$ cat src/rtl/mem_access_unit_pkg.sv
// Shared definitions for the MEM-stage load/store unit: opcodes, FSM states,
// byte-enable constants and small decode helpers.
package mem_pkg;

  localparam logic [5:0] OP_LB  = 6'h20;
  localparam logic [5:0] OP_LH  = 6'h21;
  localparam logic [5:0] OP_LW  = 6'h23;
  localparam logic [5:0] OP_LBU = 6'h24;
  localparam logic [5:0] OP_LHU = 6'h25;
  localparam logic [5:0] OP_SB  = 6'h28;
  localparam logic [5:0] OP_SH  = 6'h29;
  localparam logic [5:0] OP_SW  = 6'h2B;

  localparam logic [3:0] BE_NONE    = 4'b0000;
  localparam logic [3:0] BE_BYTE0   = 4'b0001;
  localparam logic [3:0] BE_LO_HALF = 4'b0011;
  localparam logic [3:0] BE_HI_HALF = 4'b1100;
  localparam logic [3:0] BE_ALL     = 4'b1111;

  typedef enum logic [1:0] {
    IDLE = 2'd0,
    BUSY = 2'd1,
    DONE = 2'd2
  } state_e;

  typedef enum logic [1:0] {
    SZ_BYTE = 2'd0,
    SZ_HALF = 2'd1,
    SZ_WORD = 2'd2
  } size_e;

  function automatic logic is_load(input logic [5:0] op);
    return (op == OP_LB) || (op == OP_LH) || (op == OP_LW) ||
           (op == OP_LBU) || (op == OP_LHU);
  endfunction

  function automatic logic is_store(input logic [5:0] op);
    return (op == OP_SB) || (op == OP_SH) || (op == OP_SW);
  endfunction

  function automatic size_e access_size(input logic [5:0] op);
    case (op)
      OP_LB, OP_LBU, OP_SB: return SZ_BYTE;
      OP_LH, OP_LHU, OP_SH: return SZ_HALF;
      default:              return SZ_WORD;
    endcase
  endfunction

endpackage

$ cat src/rtl/mem_access_unit_if.sv
// Request/acknowledge bus between the load/store unit (master) and the
// variable-latency data memory (slave).
interface mem_access_unit_if;
  logic        dm_req;
  logic        dm_we;
  logic [3:0]  dm_be;
  logic [31:0] dm_addr;
  logic [31:0] dm_wdata;
  logic [31:0] dm_rdata;
  logic        dm_ack;

  modport master (
    output dm_req, dm_we, dm_be, dm_addr, dm_wdata,
    input  dm_rdata, dm_ack
  );

  modport slave (
    input  dm_req, dm_we, dm_be, dm_addr, dm_wdata,
    output dm_rdata, dm_ack
  );
endinterface

$ cat src/rtl/mem_access_unit_load_extend.sv
// Combinational lane select and sign/zero extension of load data; shared
// with the WB stage.
module load_extend
  import mem_pkg::*;
(
  input  logic [31:0] rdata,
  input  logic [1:0]  addr_lo,
  input  logic [5:0]  opcode,
  output logic [31:0] ext
);

  logic [7:0]  byte_sel;
  logic [15:0] half_sel;

  always_comb begin
    byte_sel = rdata[7:0];
    case (addr_lo)
      2'd0:    byte_sel = rdata[7:0];
      2'd1:    byte_sel = rdata[15:8];
      2'd2:    byte_sel = rdata[23:16];
      default: byte_sel = rdata[31:24];
    endcase
    half_sel = addr_lo[1] ? rdata[31:16] : rdata[15:0];
  end

  always_comb begin
    ext = rdata;
    case (opcode)
      OP_LB:   ext = {{24{byte_sel[7]}}, byte_sel};
      OP_LBU:  ext = {24'h0, byte_sel};
      OP_LH:   ext = {{16{half_sel[15]}}, half_sel};
      OP_LHU:  ext = {16'h0, half_sel};
      default: ext = rdata;
    endcase
  end

endmodule

$ cat src/rtl/mem_access_unit.sv
// MEM-stage load/store unit: decodes the M-stage instruction, runs one
// req/ack transaction per access and stalls the pipeline while it is open.
module mem_access_unit
  import mem_pkg::*;
#(
  parameter logic [31:0] DM_BASE = 32'h0000_0000,
  parameter logic [31:0] DM_SIZE = 32'h0000_3000,
  parameter int unsigned TIMEOUT = 255
) (
  input  logic        clk,
  input  logic        reset,
  input  logic [31:0] instrM,
  input  logic [31:0] ALUoutM,
  input  logic [31:0] rtM,
  input  logic        intclr,
  output logic [31:0] DMoutM,
  output logic        stallM,
  output logic        exc_adel,
  output logic        exc_ades,
  output logic        exc_dbe,
  mem_access_unit_if.master dm
);

  localparam logic [7:0] TIMEOUT_CNT = TIMEOUT[7:0];

  logic [5:0]  opcode;
  logic        ld;
  logic        st;
  size_e       size;
  logic        misalign;
  logic        out_of_window;
  logic        addr_err;
  logic        issue;
  logic [3:0]  be_fmt;
  logic [31:0] wdata_fmt;
  logic [31:0] ext_data;

  state_e      state_q;
  logic [7:0]  wait_cnt_q;
  logic        req_q;
  logic        we_q;
  logic [3:0]  be_q;
  logic [31:0] addr_q;
  logic [31:0] wdata_q;
  logic [5:0]  op_q;
  logic [1:0]  addr_lo_q;
  logic [31:0] dmout_q;
  logic        dbe_q;

  wire unused_instr_bits = ^instrM[25:0];

  assign opcode = instrM[31:26];
  assign ld     = is_load(opcode);
  assign st     = is_store(opcode);
  assign size   = access_size(opcode);

  always_comb begin
    misalign = 1'b0;
    case (size)
      SZ_HALF: misalign = ALUoutM[0];
      SZ_WORD: misalign = (ALUoutM[1:0] != 2'b00);
      default: misalign = 1'b0;
    endcase
  end

  // Offset from the base makes the window test a single unsigned compare.
  assign out_of_window = ((ALUoutM - DM_BASE) >= DM_SIZE);
  assign addr_err      = (ld || st) && (misalign || out_of_window);

  assign exc_adel = (state_q == IDLE) && ld && addr_err;
  assign exc_ades = (state_q == IDLE) && st && addr_err;
  assign issue    = (state_q == IDLE) && (ld || st) && !addr_err && !intclr;
  assign stallM   = issue || (state_q == BUSY);

  always_comb begin
    be_fmt    = BE_ALL;
    wdata_fmt = rtM;
    case (size)
      SZ_BYTE: begin
        be_fmt    = BE_BYTE0 << ALUoutM[1:0];
        wdata_fmt = {4{rtM[7:0]}};
      end
      SZ_HALF: begin
        be_fmt    = ALUoutM[1] ? BE_HI_HALF : BE_LO_HALF;
        wdata_fmt = {2{rtM[15:0]}};
      end
      default: begin
        be_fmt    = BE_ALL;
        wdata_fmt = rtM;
      end
    endcase
  end

  load_extend u_load_extend (
    .rdata   (dm.dm_rdata),
    .addr_lo (addr_lo_q),
    .opcode  (op_q),
    .ext     (ext_data)
  );

  always_ff @(posedge clk or negedge reset) begin
    if (!reset) begin
      state_q    <= IDLE;
      wait_cnt_q <= 8'd0;
      req_q      <= 1'b0;
      we_q       <= 1'b0;
      be_q       <= BE_NONE;
      addr_q     <= 32'h0;
      wdata_q    <= 32'h0;
      op_q       <= 6'h0;
      addr_lo_q  <= 2'b00;
      dmout_q    <= 32'h0;
      dbe_q      <= 1'b0;
    end else begin
      case (state_q)
        IDLE: begin
          if (issue) begin
            req_q      <= 1'b1;
            we_q       <= st;
            be_q       <= st ? be_fmt : BE_ALL;
            addr_q     <= {ALUoutM[31:2], 2'b00};
            wdata_q    <= st ? wdata_fmt : 32'h0;
            op_q       <= opcode;
            addr_lo_q  <= ALUoutM[1:0];
            wait_cnt_q <= 8'd1;
            state_q    <= BUSY;
          end
        end
        BUSY: begin
          // An ack arriving in the last allowed cycle still wins over timeout.
          if (dm.dm_ack) begin
            req_q   <= 1'b0;
            if (is_load(op_q)) begin
              dmout_q <= ext_data;
            end
            state_q <= DONE;
          end else if (wait_cnt_q == TIMEOUT_CNT) begin
            req_q   <= 1'b0;
            dmout_q <= 32'h0;
            dbe_q   <= 1'b1;
            state_q <= DONE;
          end else begin
            wait_cnt_q <= wait_cnt_q + 8'd1;
          end
        end
        DONE: begin
          dbe_q   <= 1'b0;
          state_q <= IDLE;
        end
        default: begin
          req_q   <= 1'b0;
          dbe_q   <= 1'b0;
          state_q <= IDLE;
        end
      endcase
    end
  end

  assign dm.dm_req   = req_q;
  assign dm.dm_we    = we_q;
  assign dm.dm_be    = be_q;
  assign dm.dm_addr  = addr_q;
  assign dm.dm_wdata = wdata_q;
  assign DMoutM      = dmout_q;
  assign exc_dbe     = dbe_q;

endmodule

$ cat src/flat_wrapper.sv
// flat-port wrapper written by rule: the top's interface ports become plain ports
module mem_access_unit_flat import mem_pkg::*;
#(
  parameter logic [31:0] DM_BASE = 32'h0000_0000,
  parameter logic [31:0] DM_SIZE = 32'h0000_3000,
  parameter int unsigned TIMEOUT = 255
)
  (clk, reset, instrM, ALUoutM, rtM, intclr, DMoutM, stallM, exc_adel, exc_ades, exc_dbe, dm_dm_req, dm_dm_we, dm_dm_be, dm_dm_addr, dm_dm_wdata, dm_dm_rdata, dm_dm_ack);
  mem_access_unit_if dm_i ();
  input  logic clk;
  input  logic reset;
  input  logic [31:0] instrM;
  input  logic [31:0] ALUoutM;
  input  logic [31:0] rtM;
  input  logic intclr;
  output logic [31:0] DMoutM;
  output logic stallM;
  output logic exc_adel;
  output logic exc_ades;
  output logic exc_dbe;
  output wire logic [$bits(dm_i.dm_req)-1:0] dm_dm_req;
  output wire logic [$bits(dm_i.dm_we)-1:0] dm_dm_we;
  output wire logic [$bits(dm_i.dm_be)-1:0] dm_dm_be;
  output wire logic [$bits(dm_i.dm_addr)-1:0] dm_dm_addr;
  output wire logic [$bits(dm_i.dm_wdata)-1:0] dm_dm_wdata;
  input wire logic [$bits(dm_i.dm_rdata)-1:0] dm_dm_rdata;
  input wire logic [$bits(dm_i.dm_ack)-1:0] dm_dm_ack;
  assign dm_dm_req = dm_i.dm_req;
  assign dm_dm_we = dm_i.dm_we;
  assign dm_dm_be = dm_i.dm_be;
  assign dm_dm_addr = dm_i.dm_addr;
  assign dm_dm_wdata = dm_i.dm_wdata;
  assign dm_i.dm_rdata = dm_dm_rdata;
  assign dm_i.dm_ack = dm_dm_ack;
  mem_access_unit #(.DM_BASE(DM_BASE), .DM_SIZE(DM_SIZE), .TIMEOUT(TIMEOUT)) u_core (.clk(clk), .reset(reset), .instrM(instrM), .ALUoutM(ALUoutM), .rtM(rtM), .intclr(intclr), .DMoutM(DMoutM), .stallM(stallM), .exc_adel(exc_adel), .exc_ades(exc_ades), .exc_dbe(exc_dbe), .dm(dm_i));
endmodule
$ cat config.mk
export PLATFORM = sky130hd
export DESIGN_NAME = mem_access_unit_flat
export DESIGN_NICKNAME = d
export VERILOG_FILES = /design/src/rtl/mem_access_unit_pkg.sv /design/src/rtl/mem_access_unit_if.sv /design/src/rtl/mem_access_unit_load_extend.sv /design/src/rtl/mem_access_unit.sv /design/src/flat_wrapper.sv
export SDC_FILE = /design/constraint.sdc
export NUM_CORES = 1
export LEC_CHECK = 0
export BUFFER_PORTS_ARGS = -buffer_cell sky130_fd_sc_hd__buf_2
export CAP_MARGIN = 15
export CELL_PAD_IN_SITES_DETAIL_PLACEMENT = 1
export CELL_PAD_IN_SITES_GLOBAL_PLACEMENT = 1
export CORE_AREA = 2 2 123 125
export DETAILED_ROUTE_END_ITERATION = 12
export DIE_AREA = 0 0 125 127
export GPL_TIMING_DRIVEN = 0
export PLACE_DENSITY_LB_ADDON = 0.08
export SETUP_SLACK_MARGIN = 0.05
export SLEW_MARGIN = 20
export SYNTH_ARGS = -nofsm -noshare
export SYNTH_HDL_FRONTEND = slang
export SYNTH_SLANG_ARGS = --single-unit
$ cat constraint.sdc
create_clock -name clk -period 3.4 [get_ports clk]
set_input_delay 0.17 -clock clk [delete_from_list [all_inputs] [get_ports clk]]
set_output_delay 0.17 -clock clk [all_outputs]
set_load 0.05 [all_outputs]
Word-level counts from Yosys, hierarchy flattened --
Index checks and enable logic that the tools add are counted.
Cells by class: add/sub/neg operators 1, $lt $le $gt $ge 1, eq/ne operators 26, shift-type cells 1, mux-type cells 28, bitwise logic cells 2, reduce and logical (&&, ||, !) cells 37
Operator list (number):
- $mux W32 | 4
- $pmux W32 S4 | 1
- $eq A6 B6 Y1 const B | 13
- $pmux W32 S2 | 1
- $ge A32 B14 Y1 const B | 1
- $mux W8 | 3
- $pmux W8 S3 | 1
- $mux W16 | 1
- $pmux W8 S2 | 1
- $logic_or A1 B1 Y1 | 13
- $reduce_and A3 Y1 | 3
- $add A8 B1 Y8 const B | 1
- $eq A8 B8 Y1 const B | 1
- $logic_and A1 B1 Y1 | 8
- $mux W4 | 2
- $pmux W2 S2 | 2
- $pmux W4 S2 | 1
- $eq A2 B1 Y1 const B | 3
- $eq A2 B2 Y1 const B | 3
- $logic_not A2 Y1 | 3
- $mux W2 | 3
- $ne A2 B2 Y1 const B | 3
- $reduce_bool A2 Y1 | 3
- $reduce_or A3 Y1 | 2
- other kinds (10) | 19
Word-level totals: flip-flop bits (word level) 119, input port bits 132, logic and storage cells 107

Logic depth before layout (Yosys ltp) --
Gate-level depths: netlist of run 1.
depth after elaboration 12, depth in mapped cells 10, depth with buffers taken out 6

Cells and area by module --
From an unflattened synthesis of run 1, not the netlist that was laid out.
Unflattened totals: cells, all modules 561, area total of the unflattened synthesis 5920.7 µm²
Modules (own cells, without submodules):
- mem_access_unit | instances 1, cells an instance 448, area an instance 5038.6 µm², seq. area each 2977.9 µm²
- load_extend | instances 1, cells an instance 113, area an instance 882.1 µm², seq. area each 0.0 µm²

Worst setup path after synthesis of run 1 --
OpenSTA, ideal clock, no wires.
kind in2out, start point input instrM[26], end point output stallM, arrival 2.092 ns, required time 3.230 ns, setup slack 1.138 ns, stages on the path 10, path buffers 5, cells stage by stage buf_4 -> clkinv_2 -> nand3_2 -> buf_6 -> a2111o_1 -> or2_1 -> buf_6 -> buf_6 -> buf_2 -> nand2_1
On the way: word-level cells in the longest chain between the ends 11, elaborated cells on any way between the ends 28, those cells by class eq/ne (10); mux (2); reduce/logical (16)
Ends and longest elaborated chain:
- from (decl) | line flat_wrapper.sv:12 | input logic [31:0] instrM;
- $eq A6 B6 Y1 (on tied branches)
- $reduce_or A3 Y1 or $logic_or A1 B1 Y1 (tied branches) | line mem_access_unit_pkg.sv:42, mem_access_unit_pkg.sv:33
- $pmux W2 S2 or $logic_or A1 B1 Y1 (tied branches) | line mem_access_unit_pkg.sv:42, mem_access_unit_pkg.sv:33
- $eq A2 B2 Y1, or another cell as far along | line mem_access_unit.sv:59 | case (size)
- $pmux W1 S2 or $logic_or A1 B1 Y1 (tied branches) | line mem_access_unit.sv:59, mem_access_unit_pkg.sv:34
- $logic_or A1 B1 Y1 (on tied branches) | line mem_access_unit.sv:68, mem_access_unit.sv:72
- $logic_and A1 B1 Y1 | line mem_access_unit.sv:68 | assign addr_err = (ld || st) && (misalign || out_of_window);
- $logic_not A1 Y1 | line mem_access_unit.sv:72 | assign issue = (state_q == IDLE) && (ld || st) && !addr_err && !intclr;
- $logic_and A1 B1 Y1 (*) (2 in series) | line mem_access_unit.sv:72
- $logic_or A1 B1 Y1 (*) | line mem_access_unit.sv:73 | assign stallM = issue || (state_q == BUSY);
- to (decl) | line flat_wrapper.sv:17 | output logic stallM;
Mark *: on every way between the ends. The rest lies on a longest branch, timed or not.

Worst setup path in the final report of run 1 --
start point input ALUoutM[13], end point output stallM
On the way: word-level cells in the longest chain between the ends 7
Ends and longest elaborated chain:
- from (decl) | line flat_wrapper.sv:13 | input logic [31:0] ALUoutM;
- $ge A32 B14 Y1 | line mem_access_unit.sv:67 | assign out_of_window = ((ALUoutM - DM_BASE) >= DM_SIZE);
- $logic_or A1 B1 Y1 | line mem_access_unit.sv:68
- $logic_and A1 B1 Y1 | line mem_access_unit.sv:68
- $logic_not A1 Y1 | line mem_access_unit.sv:72
- $logic_and A1 B1 Y1 (2 in series) | line mem_access_unit.sv:72
- $logic_or A1 B1 Y1 | line mem_access_unit.sv:73
No other way between the ends.

==> out/metrics.cfg, run 1 <==
[run_status]
status=completed

[timing]
setup_violations=0
post-route-min-period_ns=2.94
drv_slew=0
finalCritPeriodShare_pct=86.4
fmax_mhz=340
tns_ns=0
slew_headroom_pct=36.2
tightest_slew_ns=0.951
rsz0062_at_grt=false
final_hold_viol_count=0
finClkSkew_ns=0.0125

[layout]
nets=871
nFillCells=1621
drive_gt1_share_pct=37.4
final_cell_mix=buf_2 (211), dfrtp_1 (119), nor2_1 (39)
layout_commonest_cell=buf_2
stdcell_count=936
syn2layout_area_growth_pct=36.3
finalInstanceArea_mm2=0.00762

[clocking]
clk_path_buf_depth=2
ctsRootBufferMaster=clkbuf_16
cts_tree=done
cts_buffers=17
clk_pin_slew_ns=0.06
postCtsSetupBuffers=0
cts_sinks=119
worst_skew_pair.late_latency_ns=0.42
htree_levels=4
hold_buffers=12
cts_resized=0

[routing]
dr.pass1.iters=4
routed_wirelength_um=19300
drcViolationCount=0
antenna_left=0
drt_iter0_drc=201
wire_per_inst_um=20.7
num_vias=5119
via_per_inst=5.47

[worst_hold_path]
min_to=u_core.dm.dm_addr[12]$_DFFE_PN0P_
min_path_cells=2
hp-start=ALUoutM[12]
hp-class=input port to flip-flop

[critical_path]
reg2reg_depth=8
required_ns=3.23
r2r_slack_ns=0.86
worstSetupStartpointType=input port
crit_fanout=10
crit_arrival_ns=2.77
r2r_end=u_core.DMoutM[31]$_DFFE_PN0P_
end_kind=primary output
crit_type=input port to primary output
reg2reg_from=u_core.wait_cnt_q[0]$_DFFE_PN0P_

[place]
place_hpwl_um=14000
port_buffers=208
dpl-instance-area_mm2=0.00690
dp.cells=891
place.gp.congestion=0.830

[synth]
synth.area.top_cells=dfrtp_1 (53%), mux2i_1 (4.7%), o2bb2ai_1 (3.9%), mux2_2 (3.4%), o21ai_0 (3.2%)
synth-edff-count=0
yosys.area.top_type=dfrtp_1
yosysWarnings=0
synthArstFlopShare_pct=100
yosys.area.top_type_share_pct=53.3
synth_area_per_cell_um2=11.2
synthFlopType=dfrtp_1
synth_area_mm2=0.00559
post_synth_inst_count=497
ys_ff_latch=119
yosysSeqAreaShare_pct=53.3
synthDistinctLibCells=56

[power_and_ir_drop]
p_leak_nw=4.10
p_int_mw=2.64
peakVddDrop_mv=0.251
swShare_pct=24.0
p_clk_share_pct=52.7
power.density_mw_per_mm2=455
pwr-share-comb_pct=6.4
power.switching_mw=0.832
pwr-share-seq_pct=40.9

[global_route]
grt-busiest-layer=met2
met1_usage_pct=30.1
grt_pass1_wl_um=31000
grtUsageMet3_pct=7.37
grt_max_degree=82
overflow=0
use_met2_pct=43.0
grt_usage_pct=24.9
grt_pass1_vias=5751
antenna_found_initial=1

[floorplanning]
die_area_mm2=0.0159
rows=44
coreArea_mm2=0.0144
ios=238
fp.dieW_um=125
die_y_um=127
initial_utilization_pct=38.8

[run]
cap_violations=0

power groups by stage:
stage                     clock, mW  combinational, mW  sequential, mW
after floorplan                   0             0.0737            1.44
after global placement            0              0.198            1.44
after detailed placement          0              0.210            1.44
after CTS                      1.86              0.222            1.42
after global routing           1.93              0.244            1.42
final                          1.83              0.222            1.42
state kept, by name, indices dropped and copies added, names as in the netlist:
| name | flops |
|---|---|
| u_core.dm.dm_we | 1 |
| u_core.dm.dm_addr | 30 |
| u_core.state_q | 2 |
| u_core.dm.dm_req | 1 |
| u_core.addr_lo_q | 2 |
| u_core.exc_dbe | 1 |
| u_core.DMoutM | 32 |
| u_core.op_q | 6 |
| u_core.wait_cnt_q | 8 |
| u_core.dm.dm_be | 4 |
| u_core.dm.dm_wdata | 32 |
through the flow:
stage / util (%) / power (mW) / hold WS, ns / setup slack, ns
6_report: 52.8 / 3.47 / 0.0120 / 0.463
5_1_grt: 52.8 / 3.59 / 0.0129 / 0.304
4_1_cts: 52.8 / 3.50 / 0.00336 / 0.465
3_5_place_dp: 47.8 / 1.65 / 0.111 / 0.783
3_3_place_gp: 47.6 / 1.64 / 0.403 / 0.648
2_1_floorplan: - / 1.52 / -0.126 / 1.14
routing by layer:
metal  wire length (um)  vias to the layer above
met5                  0                        -
li1                   -                     2317
met1               7800                     2590
met4                456                        0
met3               1220                       36
met2               9860                      176
critical path, stage by stage:
cell and delay (ns):
dlygate4sd3_1 0.54, buf_2 0.13, a211oi_1 0.21, nand2_1 0.18
a2111o_1 0.36, or2_1 0.28, buf_6 0.17, buf_6 0.15
buf_2 0.21, nand2_1 0.10, buf_2 0.26
how the worst max path moves through the flow:
stage | start | endpoint | slack, ns | cells after the start
after floorplan | instrM[26] | stallM | 1.14 | 10
after global placement | reset | u_core.dm.dm_wdata[24]$_DFFE_PN0P_ | 0.65 | 1
after detailed placement | ALUoutM[30] | stallM | 0.78 | 10
after CTS | ALUoutM[13] | stallM | 0.46 | 11
after global routing | ALUoutM[13] | stallM | 0.30 | 11
final | ALUoutM[13] | stallM | 0.46 | 11
cells in the mapped netlist (all sizes together), types with 2 or more instances:
cell and instances:
nand2b 3, and2 20, a2bb2oi 8, mux2i 26, a21oi 16, a21o 10
nor2b 4, xor2 4, nor4 4, dfrtp 119, nor2 39, a21boi 2
nor3b 2, and3 7, a22o 16, a211oi 9, o221ai 6, nand3 6
mux4 7, nor3 3, o21ai 36, and4b 2, mux2 17, clkbuf 24
o32a 3, nand2 31, o211ai 3, or3 7, inv 5, o2bb2ai 25
nand4 4, buf 11
cells by family (layout without fill, tap and decap cells):
family	count (synthesis)	after routing	synth area share, %
other cells	1	3	0.0671
buf+inv	41	294	3.47
mux	50	50	10.9
flops	119	119	53.3
compound gates	146	146	19.1
fa+ha+maj	1	1	0.224
simple gates	135	135	12.3
xor+xnor	4	4	0.627
layout make-up:
type	instances	area, um2	area share, %
sequential	119	2980	39.1
buffer	35	170	2.23
clock buffer	19	453	5.94
inverter	6	23.8	0.312
antenna	1	2.50	0.0328
clock inverter	13	146	1.92
tap	184	230	3.02
multi-input combinational	338	2420	31.8
timing repair buffer	221	1190	15.7
Power figures use the tool's default switching activity.
==> run 2: changes to the inputs <==
Settings changed: CORE_AREA 2 2 123 125 to 2 2 127 129, DIE_AREA 0 0 125 127 to 0 0 129 131, SETUP_SLACK_MARGIN 0.05 to default, SYNTH_HIERARCHICAL from default to 1.
==> run 2 against run 1 <==
Net effect: cell count grew 10%; combinational power grew 39%; clock skew shrank 0.0051 ns; setup slack lost 0.27 ns; critical endpoint unchanged; sequential share of layout area shrank 1.7 points; routed wire length shrank 1.0%.
==> out/metrics.cfg, run 2 <==
[floorplanning]
initial_utilization_pct=38.0  ; -0.80 points
rows=46  ; +4.5%
die_y_um=131  ; +3.1%
fp.dieW_um=129  ; +3.2%
ios=238  ; unchanged
die_area_mm2=0.0169  ; +6.5%
coreArea_mm2=0.0156  ; +8.1%

[timing]
finClkSkew_ns=0.00740  ; -0.00512 ns
drv_slew=0  ; unchanged
timing.hold.ws_ns=0.0223  ; +0.0103 ns
rsz0062_at_grt=false
post-route-min-period_ns=3.21  ; +0.270 ns
tightest_slew_ns=0.819  ; -0.133 ns
setup_violations=0  ; unchanged
slew_headroom_pct=45.3  ; +9.2 points
final_hold_viol_count=0  ; unchanged
tns_ns=0  ; unchanged
fmax_mhz=312  ; -8.4%
finalCritPeriodShare_pct=94.3  ; +7.9 points

[clocking]
cts_tree=done
clk_pin_slew_ns=0.06  ; about the same
ctsRootBufferMaster=clkbuf_16
clk_path_buf_depth=2  ; unchanged
cts_resized=0  ; unchanged
worst_skew_pair.late_latency_ns=0.41  ; about the same
cts_sinks=119  ; unchanged
cts_buffers=17  ; unchanged
postCtsSetupBuffers=0  ; unchanged
htree_levels=4  ; unchanged

[routing]
dr.pass1.iters=4  ; unchanged
drcViolationCount=0  ; unchanged
wire_per_inst_um=18.6  ; -10%
num_vias=5330  ; +4.1%
routed_wirelength_um=19100  ; -1.0%
antenna_left=0  ; unchanged
drt_iter0_drc=297  ; +48%
via_per_inst=5.17  ; -5.5%

[critical_path]
path_cells=nor4b_2 -> o21ai_0 -> a211oi_1 -> nand2_2 -> buf_4 -> buf_6 -> buf_6 -> nand2_1 -> buf_2
crit_fanout=10  ; unchanged
r2r_slack_ns=0.81  ; -0.05 ns
end_kind=primary output
reg2reg_from=u_core/state_q[1]$_DFFE_PN0P_
crit_top_cell=buf_6
crit_type=flip-flop to primary output
slowest_delay_ns=0.61  ; +0.07 ns
worstSetupStartpointType=flip-flop
reg2reg_depth=7  ; -1
crit_arrival_ns=3.04  ; +0.27 ns
r2r_end=u_core/dm.dm_wdata[2]$_DFFE_PN0P_
crit_buf_inv=4  ; -2
required_ns=3.23  ; about the same
slowest_stage=a211oi_1
critPathTopFamily=compound AO/OA/AOI/OAI gates

[power_and_ir_drop]
p_int_mw=2.58  ; -2.1%
power.switching_mw=0.935  ; +12%
pwr-share-comb_pct=8.8  ; +2.4 points
power.density_mw_per_mm2=441  ; -3.1%
finalPower_mw=3.52  ; +1.4%
p_leak_nw=4.28  ; +4.5%
swShare_pct=26.6  ; +2.6 points
pwr-share-seq_pct=40.8  ; about the same
peakVddDrop_mv=0.350  ; +39%
p_clk_share_pct=50.4  ; -2.3 points

[layout]
final_cell_mix=buf_2 (219), dfrtp_1 (119), nand2_1 (99)
syn2layout_area_growth_pct=34.7
antenna_cells=0  ; -1
nets=935  ; +7.3%
seq_area_mm2=0.00298  ; unchanged
layout_commonest_cell=buf_2
nFillCells=1769  ; +9.1%
drive_gt1_share_pct=37.2  ; -0.24 points
finalInstanceArea_mm2=0.00798  ; +4.6%
multiInputGateArea_mm2=0.00269  ; +11%

[global_route]
grt_pass1_vias=5762  ; +0.19%
overflow=0  ; unchanged
grt_usage_pct=23.4  ; -1.5 points
grt_pass1_wl_um=30500  ; -1.5%
grt_max_degree=73  ; -11%
antenna_found_initial=1  ; unchanged

[synth]
post_synth_inst_count=561  ; +13%
synth-compound-area-share_pct=16.6  ; -2.5 points
synthXorXnorAreaFrac_pct=0.592  ; -0.035 points
yosys.cell_count.top_type=dfrtp_1
synthSimpleGateAreaFrac_pct=15.2  ; +2.9 points
yosysSeqAreaShare_pct=50.3  ; -3.0 points
yosysWarnings=6  ; +6
synth_area_mm2=0.00592  ; +5.9%
yosys.area.top_type_share_pct=50.3  ; -3.0 points
synthDistinctLibCells=56  ; unchanged
synthFlopType=dfrtp_1
muxShareOfSynthArea_pct=12.7  ; +1.8 points
synth_commonest_cells=dfrtp_1 (119), nand2_1 (99), o21ai_0 (53)
synth.area.top_cells=dfrtp_1 (50%), nand2_1 (6.3%), mux2i_1 (5.1%), o21ai_0 (4.5%), mux2_2 (4.4%)
ys_ff_latch=119  ; unchanged
yosys.area_share.adder_pct=0.211  ; -0.012 points
synth_area_per_cell_um2=10.6  ; -6.2%
synth_top_family_by_area=compound AO/OA/AOI/OAI gates
yosys.area.top_type=dfrtp_1
synth-edff-count=0  ; unchanged
synthArstFlopShare_pct=100  ; unchanged

[run]
cap_violations=0  ; unchanged

[worst_hold_path]
min_to=u_core/dm.dm_wdata[6]$_DFFE_PN0P_
min_path_cells=2  ; unchanged
hp-start=rtM[6]
hp-class=input port to flip-flop

[place]
dpl-instance-area_mm2=0.00726  ; +5.3%
place.gp.congestion=0.829  ; -0.11%
port_buffers=207  ; -0.48%
place_hpwl_um=14400  ; +3.2%

[run_status]
status=completed

==> run 2: changes by cell type after synthesis, moves of 10 or more <==
cell     delta
o21ai_0    +17
o21ai_1    +10
nand2_1    +68
a221o_1    +13
nor2_1     -16
==> run 2: worst register-to-register path, stage by stage (launching register included) <==
cell and delay (ns):
dfrtp_1 0.42, nor4b_2 0.41, o21ai_0 0.20, a211oi_1 0.61
nand2_2 0.14, buf_4 0.22, buf_2 0.22, a22o_1 0.26
==> run 2: stage by stage <==
step,std cells,setup slack (ns),utilization [%]
4_1_cts,1031,0.190,51.1
3_5_place_dp,986,0.671,46.6
2_1_floorplan,562,1.06,-
3_3_place_gp,985,0.661,46.4
6_report,1031,0.193,51.1
5_1_grt,1031,0.000632,51.1
==> run 2: how the worst max path moves through the flow <==
stage | startpoint | end | slack, ns | depth (start not counted)
finish | u_core/state_q[1]$_DFFE_PN0P_ | stallM | 0.19 | 9
global route | u_core/state_q[1]$_DFFE_PN0P_ | stallM | 0.0006 | 9
floorplan | u_core/state_q[1]$_DFFE_PN0P_ | stallM | 1.06 | 8
global placement | reset | u_core/dm.dm_wdata[12]$_DFFE_PN0P_ | 0.66 | 1
CTS | u_core/state_q[1]$_DFFE_PN0P_ | stallM | 0.19 | 9
detailed placement | u_core/state_q[1]$_DFFE_PN0P_ | stallM | 0.67 | 9
==> run 2: logic make-up after synthesis <==
group | after synthesis
compound gates | 138
buf+inv | 49
fa+ha+maj | 1
mux | 62
other cells | 1
simple gates | 187
xor+xnor | 4
flops | 119
==> run 2: what timing repair did <==
item	CTS	global route
endpoints found under the hold margin	59	0
setup endpoints to repair	0	0
hold buffers	13	0
==> run 2: power by group through the flow <==
stage | Clock [mW] | Sequential, mW | Combinational (mW)
CTS | 1.81 | 1.43 | 0.311
global placement | 0 | 1.46 | 0.287
floorplan | 0 | 1.50 | 0.102
detailed placement | 0 | 1.46 | 0.299
finish | 1.77 | 1.43 | 0.309
global route | 1.89 | 1.43 | 0.339
==> run 2: metal layers <==
layer  share of wire [%]  up-vias  track usage (%)
li1                    -     2488                -
met1                  42     2644             27.7
met2                  51      176             41.6
met3                 6.6       22             7.04
met4                 1.2        0             6.33
met5                   0        -                0
==> run 2: area by class of cell <==
cell class	count	share of cell area, %
Multi-Input combinational cell	394	33.8
Timing Repair Buffer	221	15.0
Tap cell	216	3.39
Buffer	44	2.93
Inverter	5	0.235
Clock buffer	17	5.33
Sequential cell	119	37.3
Clock inverter	15	1.95
